$ cat src/rtl/serial_adder_ctrl_pkg.sv
// Shared types and parameter checks for the bit-serial add/subtract controller.
package serial_adder_ctrl_pkg;

    localparam int unsigned MIN_WIDTH = 1;
    localparam int unsigned MAX_WIDTH = 32;

    typedef enum logic [1:0] {
        ST_IDLE = 2'b00,
        ST_RUN  = 2'b01,
        ST_DONE = 2'b10
    } state_t;

    function automatic bit width_ok(input int unsigned w);
        return (w >= MIN_WIDTH) && (w <= MAX_WIDTH);
    endfunction

endpackage

$ cat src/rtl/serial_adder_ctrl_if.sv
// Request/response bundle between a requester and the serial adder controller.
interface serial_adder_ctrl_if #(
    parameter int unsigned WIDTH = 8
) ();

    logic             in_start;
    logic             in_sub;
    logic [WIDTH-1:0] in_a;
    logic [WIDTH-1:0] in_b;
    logic             in_cin;
    logic             out_ready;
    logic             out_busy;
    logic             out_done;
    logic [WIDTH-1:0] out_sum;
    logic             out_cout;

    modport master (
        output in_start, in_sub, in_a, in_b, in_cin,
        input  out_ready, out_busy, out_done, out_sum, out_cout
    );

    modport slave (
        input  in_start, in_sub, in_a, in_b, in_cin,
        output out_ready, out_busy, out_done, out_sum, out_cout
    );

endinterface

$ cat src/rtl/fullAdder.sv
// One-bit full adder composed of two half adders.
module fullAdder (
    input  logic a,
    input  logic b,
    input  logic cin,
    output logic s,
    output logic cout
);

    logic s1;
    logic c1;
    logic c2;

    halfAdder u_ha0 (.a(a),  .b(b),   .s(s1), .c(c1));
    halfAdder u_ha1 (.a(s1), .b(cin), .s(s),  .c(c2));

    assign cout = c1 | c2;

endmodule

$ cat src/rtl/halfAdder.sv
// One-bit half adder, the leaf cell of the existing adder datapath.
module halfAdder (
    input  logic a,
    input  logic b,
    output logic s,
    output logic c
);

    assign s = a ^ b;
    assign c = a & b;

endmodule

$ cat src/rtl/serial_adder_ctrl.sv
// Time-shares one fullAdder to add/subtract two WIDTH-bit operands LSB first,
// one bit per clock, behind a start/busy/done handshake.
module serial_adder_ctrl
    import serial_adder_ctrl_pkg::*;
#(
    parameter int unsigned WIDTH = 8
) (
    input  logic              clk,
    input  logic              reset,
    serial_adder_ctrl_if.slave bus
);

    localparam int unsigned     CNT_W    = $clog2(WIDTH + 1);
    localparam logic [CNT_W-1:0] CNT_LAST = CNT_W'(WIDTH - 1);

    generate
        if (!width_ok(WIDTH)) begin : g_width_check
            $error("serial_adder_ctrl: WIDTH must be in 1..32");
        end
    endgenerate

    state_t           state;
    logic [WIDTH-1:0] op_a;
    logic [WIDTH-1:0] op_b;
    logic [WIDTH-1:0] res;
    logic [WIDTH-1:0] res_shift;
    logic             carry;
    logic [CNT_W-1:0] cnt;
    logic             fa_s;
    logic             fa_c;

    fullAdder u_fa (
        .a    (op_a[0]),
        .b    (op_b[0]),
        .cin  (carry),
        .s    (fa_s),
        .cout (fa_c)
    );

    // New sum bit enters at the MSB; shift form also covers WIDTH == 1.
    always_comb begin
        res_shift = (res >> 1) | (WIDTH'(fa_s) << (WIDTH - 1));
    end

    always_ff @(posedge clk) begin
        if (reset) begin
            state         <= ST_IDLE;
            op_a          <= '0;
            op_b          <= '0;
            res           <= '0;
            carry         <= 1'b0;
            cnt           <= '0;
            bus.out_sum   <= '0;
            bus.out_cout  <= 1'b0;
            bus.out_done  <= 1'b0;
            bus.out_busy  <= 1'b0;
            bus.out_ready <= 1'b1;
        end else begin
            bus.out_done <= 1'b0;
            case (state)
                ST_IDLE, ST_DONE: begin
                    if (bus.in_start) begin
                        // Subtraction as A + ~B + 1.
                        op_a          <= bus.in_a;
                        op_b          <= bus.in_sub ? ~bus.in_b : bus.in_b;
                        carry         <= bus.in_sub ? 1'b1 : bus.in_cin;
                        res           <= '0;
                        cnt           <= '0;
                        state         <= ST_RUN;
                        bus.out_busy  <= 1'b1;
                        bus.out_ready <= 1'b0;
                    end else begin
                        state         <= ST_IDLE;
                        bus.out_busy  <= 1'b0;
                        bus.out_ready <= 1'b1;
                    end
                end
                ST_RUN: begin
                    res   <= res_shift;
                    op_a  <= op_a >> 1;
                    op_b  <= op_b >> 1;
                    carry <= fa_c;
                    cnt   <= cnt + CNT_W'(1);
                    if (cnt == CNT_LAST) begin
                        bus.out_sum   <= res_shift;
                        bus.out_cout  <= fa_c;
                        bus.out_done  <= 1'b1;
                        bus.out_busy  <= 1'b0;
                        bus.out_ready <= 1'b1;
                        state         <= ST_DONE;
                    end
                end
                default: begin
                    // Unreachable encoding: recover to the reset condition.
                    state         <= ST_IDLE;
                    op_a          <= '0;
                    op_b          <= '0;
                    res           <= '0;
                    carry         <= 1'b0;
                    cnt           <= '0;
                    bus.out_sum   <= '0;
                    bus.out_cout  <= 1'b0;
                    bus.out_busy  <= 1'b0;
                    bus.out_ready <= 1'b1;
                end
            endcase
        end
    end

endmodule

$ cat src/flat_wrapper.sv
// flat-port wrapper written by rule: the top's interface ports become plain ports
module serial_adder_ctrl_flat import serial_adder_ctrl_pkg::*;
#(
    parameter int unsigned WIDTH = 8
)
  (clk, reset, bus_in_start, bus_in_sub, bus_in_a, bus_in_b, bus_in_cin, bus_out_ready, bus_out_busy, bus_out_done, bus_out_sum, bus_out_cout);
  serial_adder_ctrl_if #(.WIDTH(WIDTH)) bus_i ();
  input  logic clk;
  input  logic reset;
  input wire logic [$bits(bus_i.in_start)-1:0] bus_in_start;
  input wire logic [$bits(bus_i.in_sub)-1:0] bus_in_sub;
  input wire logic [$bits(bus_i.in_a)-1:0] bus_in_a;
  input wire logic [$bits(bus_i.in_b)-1:0] bus_in_b;
  input wire logic [$bits(bus_i.in_cin)-1:0] bus_in_cin;
  output wire logic [$bits(bus_i.out_ready)-1:0] bus_out_ready;
  output wire logic [$bits(bus_i.out_busy)-1:0] bus_out_busy;
  output wire logic [$bits(bus_i.out_done)-1:0] bus_out_done;
  output wire logic [$bits(bus_i.out_sum)-1:0] bus_out_sum;
  output wire logic [$bits(bus_i.out_cout)-1:0] bus_out_cout;
  assign bus_i.in_start = bus_in_start;
  assign bus_i.in_sub = bus_in_sub;
  assign bus_i.in_a = bus_in_a;
  assign bus_i.in_b = bus_in_b;
  assign bus_i.in_cin = bus_in_cin;
  assign bus_out_ready = bus_i.out_ready;
  assign bus_out_busy = bus_i.out_busy;
  assign bus_out_done = bus_i.out_done;
  assign bus_out_sum = bus_i.out_sum;
  assign bus_out_cout = bus_i.out_cout;
  serial_adder_ctrl #(.WIDTH(WIDTH)) u_core (.clk(clk), .reset(reset), .bus(bus_i));
endmodule
$ cat config.mk
export PLATFORM = sky130hd
export DESIGN_NAME = serial_adder_ctrl_flat
export DESIGN_NICKNAME = d
export VERILOG_FILES = /design/src/rtl/serial_adder_ctrl_pkg.sv /design/src/rtl/serial_adder_ctrl_if.sv /design/src/rtl/fullAdder.sv /design/src/rtl/halfAdder.sv /design/src/rtl/serial_adder_ctrl.sv /design/src/flat_wrapper.sv
export SDC_FILE = /design/constraint.sdc
export NUM_CORES = 1
export LEC_CHECK = 0
export CAP_MARGIN = 40
export CELL_PAD_IN_SITES_DETAIL_PLACEMENT = 1
export CELL_PAD_IN_SITES_GLOBAL_PLACEMENT = 1
export CORE_MARGIN = 4
export CORE_UTILIZATION = 46
export CTS_CLUSTER_SIZE = 20
export DETAILED_ROUTE_END_ITERATION = 6
export DONT_BUFFER_PORTS = 1
export MAX_ROUTING_LAYER = met4
export PLACE_DENSITY = 0.87
export SYNTH_ARGS = -nofsm -noshare
export SYNTH_HDL_FRONTEND = slang
export SYNTH_SLANG_ARGS = --single-unit
$ cat constraint.sdc
create_clock -name clk -period 1.5 [get_ports clk]
set_clock_uncertainty 0.1 [all_clocks]
set_input_delay 0.15 -clock clk [delete_from_list [all_inputs] [get_ports clk]]
set_output_delay 0.15 -clock clk [all_outputs]
set_load 0.01 [all_outputs]
[After elaboration in Yosys (flattened, before gate mapping)]
Cells that the tools add are included.
Operators by class
  add/subtract/negate cells: 1
  equal/unequal tests: 5
  multiplexer cells: 26
  bitwise gates (word level): 9
  reductions and logical operators: 4
Operators by type and width (number)
  $pmux 8 s2: 4
  $mux 8: 5
  $mux 1: 9
  $not 8->8: 1
  $or 7x8->8: 1
  $pmux 1 s2: 4
  $pmux 4 s2: 1
  $add 4x1->4 const B: 1
  $eq 4x3->1 const B: 1
  $mux 4: 1
  $pmux 2 s2: 1
  $reduce_or 2->1: 2
  $and 1x1->1: 2
  $eq 2x1->1 const B: 1
  $eq 2x2->1 const B: 1
  $logic_not 2->1: 1
  $mux 2: 1
  $ne 2x1->1 const B: 1
  $ne 2x2->1 const B: 1
  $not 1->1: 2
  $reduce_and 2->1: 1
  $xor 1x1->1: 2
  $or 1x1->1: 1
Word-level totals
  register bits after elaboration: 43
  bits of input ports: 21
  output and inout bits: 12
  word-level logic and storage cells: 56

[Logic depth before layout (Yosys ltp)]
  depth in word-level cells: 5
  gate-level depth with buffers: 5
  depth with buffers taken out: 4

[Modules after synthesis]
A second synthesis with hierarchy kept.
Second synthesis, totals
  cells, all modules: 170
  area, all modules: 1724.2 µm²
By module, submodules not included
  serial_adder_ctrl: instances 1, cells each 167, area each 1692.9 µm², seq. area each 820.8 µm²
  halfAdder: instances 2, cells each 1, area each 12.5 µm², seq. area each 0.0 µm²
  fullAdder: instances 1, cells each 1, area each 6.3 µm², seq. area each 0.0 µm²

[Least setup slack after synthesis]
No wires, ideal clock.
  kind: reg-to-reg
  from: reg u_core.cnt[0]
  to: reg u_core.bus.out_sum[1]
  library setup time: 0.070 ns
  arrival: 1.145 ns
  required time: 1.330 ns
  path slack: 0.185 ns
  stages on the path, launching flop included: 6
  buffers on the path: 1
  clock period less this slack: 1.315 ns
  cells stage by stage: dfxtp_1 > ha_1 > and4b_1 > buf_2 > nand3b_1 > a21oi_1
Between the ends
  longest elaborated chain between the ends: 3
Ends and longest elaborated chain
  from (decl): RTL line serial_adder_ctrl.sv:28  | logic [CNT_W-1:0] cnt;
  from (signal assigned): RTL line serial_adder_ctrl.sv:83  | cnt <= cnt + CNT_W'(1);
  $eq 4x3->1: RTL line serial_adder_ctrl.sv:84  | if (cnt == CNT_LAST) begin
  $ne 2x1->1 (no source line)
  $reduce_and 2->1 (no source line)
  to (signal assigned): RTL line serial_adder_ctrl.sv:85  | bus.out_sum <= res_shift;
  to (decl): RTL line serial_adder_ctrl_if.sv:24  | output out_ready, out_busy, out_done, out_sum, out_cout
No other way between the ends.
A chain may end at the register's enable or synchronous reset.

[Worst setup path after layout]
  from: reg u_core.cnt[1]
  to: reg u_core.bus.out_sum[2]
The elaborated chain is that of the path after synthesis.

==> metrics <==
run status complete, no violations; vertical die dimension 72.1 um; category of the critical setup timing path register to register; die width 72.1 um; Final Cycle Share 95.1%; Cells after DPL 248; primary flip-flop cell chosen by synthesis mapping dfxtp_1; wirelength, routed 4.40 mm; worst-path maximum fanout 6; setup_tns 0 ns; total inserted antenna cells 0; most frequent cells after synthesis 42 x dfxtp_1, 30 x nor2_1, 23 x a21oi_1; cell with the most instances after synthesis dfxtp_1; largest net degree at the start of global routing 37; Post-synth EDFFs 0; count of endpoints failing hold in the final timing report 0; fraction of final layout cells sized beyond drive strength 1 9.48%; power density normalized to cell area 1110 nW/um^2; Post-Syn Area per Cell 9.03 sq um; area post-placement 1920 sq um; number of port buffers 0; gate count after technology mapping 209; worst endpoint required time 1.59 ns; total number of nets in the final design 233; number of distinct standard cells referenced by the synthesized netlist 32; unrepaired setup endpoints after global routing false; number of storage elements in the synthesis netlist 42; shortest clock period the worst path allows after layout 1.43 ns; wire length of the first global-routing pass 7.42 mm; actual transition at the worst max-transition pin 0.562 ns; final design area excluding fillers 2100 sq um; number of antenna violations at the first check in global routing 0; Total Die Area 5190 sq um; via count of the first global-routing pass 1,513; area grow syn2layout 11.1%; CP Capture Type register; routed wirelength normalized by instance count 16.9 um; sink count of the clock tree 42; TritonCTS clock tree yes; Synth top area share 44.5%; cells taking the most area after synthesis dfxtp_1 45%, a21oi_1 6.1%, nor2_1 6.0%; Reg clk slew, reported paths 0.08 ns; maximum vdd drop 656 uV; LEAKAGE 0.793 nW; share of async-settable or async-resettable flops after synthesis 0%; highest clock frequency the design can meet 701 MHz; starting density of the core 47.5%; Synthesized Nets 232; type of origin of the critical path register; IO Pins 33; DP Wirelength 2.73 mm; GRT Util Overall 19.0%; Cell Rows 23; cell type contributing the most total cell area after synthesis dfxtp_1; number of clock buffers inserted by TritonCTS 5; Detailed Routing Iterations Pass 1 4; number of H-tree levels 2; share of synthesized area occupied by flip-flops and latches 44.5%; vias per inst 5.83; Final Worst Setup Slack 0.0731 ns; Hold WC Path Type primary input to register; routability cong. 0.743; Vias 1,522; maximum clock path buffer count 2; number of maximum-capacitance violations 0; number of warning messages in the yosys log 0; overflow left after global routing 0; final max-slew violation count 0; internal reg-to-reg setup slack 0.07 ns; Max stage delay cell, worst path dfxtp_1; number of nets still failing antenna checks after routing 0; DRT iter0 DRCs 61; netlist area before placement 1890 sq um; Slew headroom 62.5%; Cell Count, Final, Fillers Out 261; clock network latency to the later pin of the worst-skew pair 0.30 ns; power after layout 2.34 mW; clock tree root buffer cell clkbuf_8; largest stage delay on the critical path 0.38 ns; post-placement worst setup slack 0.0121 ns; # DRC 0; list of cells traversed by the critical path ha_1 > nand3b_1 > buf_4 > a31oi_1 > a21oi_1; endpoint arrival time on the critical path 1.52 ns; number of failing setup endpoints in the final timing report 0; core box area 3970 sq um
==> kinds of logic (layout without fill, tap and decap cells) <==
logic type	count (synthesis)	count (layout)	share of synthesized area, %
multiplexers	9	9	4.77
flip-flops	42	42	44.5
adder cells (fa/ha/maj)	2	2	1.72
AND/OR/NAND/NOR	74	74	21.0
buffers and inverters	19	21	5.17
AO/OA/AOI/OAI	54	54	18.6
XOR/XNOR	9	9	4.18
==> stage by stage <==
step | hold WS (ns) | utilization, %
2_1_floorplan | 0.245 | -
3_3_place_gp | 0.126 | 48.4
3_5_place_dp | 0.129 | 48.4
4_1_cts | 0.00154 | 52.7
5_1_grt | 0.00595 | 52.8
6_report | 0.0123 | 52.8
==> final cells by class <==
class	instances	area, sq um
clock buffers	5	68.8
clock inverters	3	40.0
fillers	458	1870
inverters	1	3.75
multi-input cells	148	953
flip-flops and latches	42	841
well taps	50	62.6
repair buffers	12	128
==> timing repair <==
item                                    in CTS  in global routing
endpoints found under the setup margin       1                  4
endpoints found under the hold margin       35                  0
hold buffers                                 5                  0
setup buffers                                0                  0
resized for setup                            1                  2
==> metal layers <==
layer | up-vias | share of wire (%) | global-route usage, %
li1 | 742 | - | -
met1 | 753 | 45 | 23.5
met2 | 20 | 49 | 29.2
met3 | 7 | 3.8 | 5.96
met4 | 0 | 1.6 | 6.89
met5 | - | 0 | -
==> layout by cell type (no fill, tap or decap) <==
master	count
a211oi_1	2
buf_12	2
and4b_4	1
a22o_1	7
nor3_1	2
mux2i_1	9
nor3b_1	10
a21oi_1	23
a2bb2oi_1	6
clkbuf_8	5
nand3_1	10
nand3b_1	3
clkinv_2	2
nand2_1	5
nor2_1	30
nand2b_1	1
buf_4	6
a2111oi_1	1
a31oi_1	13
bufinv_16	1
a22oi_1	1
nor2b_2	1
dlymetal6s4s_1	1
ha_1	1
nor3b_4	1
and2b_1	1
dfxtp_1	42
a211o_1	1
fa_1	1
nor2b_1	8
xor2_1	1
nand4_1	1
xnor2_1	8
dlygate4sd3_1	3
inv_2	1
==> final timing paths <==
check                start                     to  cells past startpoint
max reg2reg  u_core.cnt[1]  u_core.bus.out_sum[2]                      5
min reg2reg  u_core.res[1]  u_core.bus.out_sum[0]                      2
max          u_core.cnt[1]  u_core.bus.out_sum[2]                      5
min           bus_in_start         u_core.op_b[5]                      2
==> flip-flops by register name, indices dropped and copies added, names as in the netlist <==
register	count
u_core.state	2
u_core.carry	1
u_core.bus.out_done	1
u_core.op_a	8
u_core.res	7
u_core.bus.out_cout	1
u_core.bus.out_ready	1
u_core.bus.out_busy	1
u_core.op_b	8
u_core.bus.out_sum	8
u_core.cnt	4
==> worst max-delay path: cells and delay by family, from the launching register on <==
family	cells	cell delay (ns)
and+or+nand+nor	1	0.14
AOI/OAI and AO/OA	2	0.27
DFF	1	0.38
adders and majority gates	1	0.23
buffers and inverters	1	0.19
==> power by group <==
part	switching (mW)	internal [mW]	leakage, nW
registers	0.0374	1.16	0.343
clock network	0.397	0.490	0.0579
logic	0.122	0.128	0.393
No activity file was read; power rests on OpenSTA's default activity.
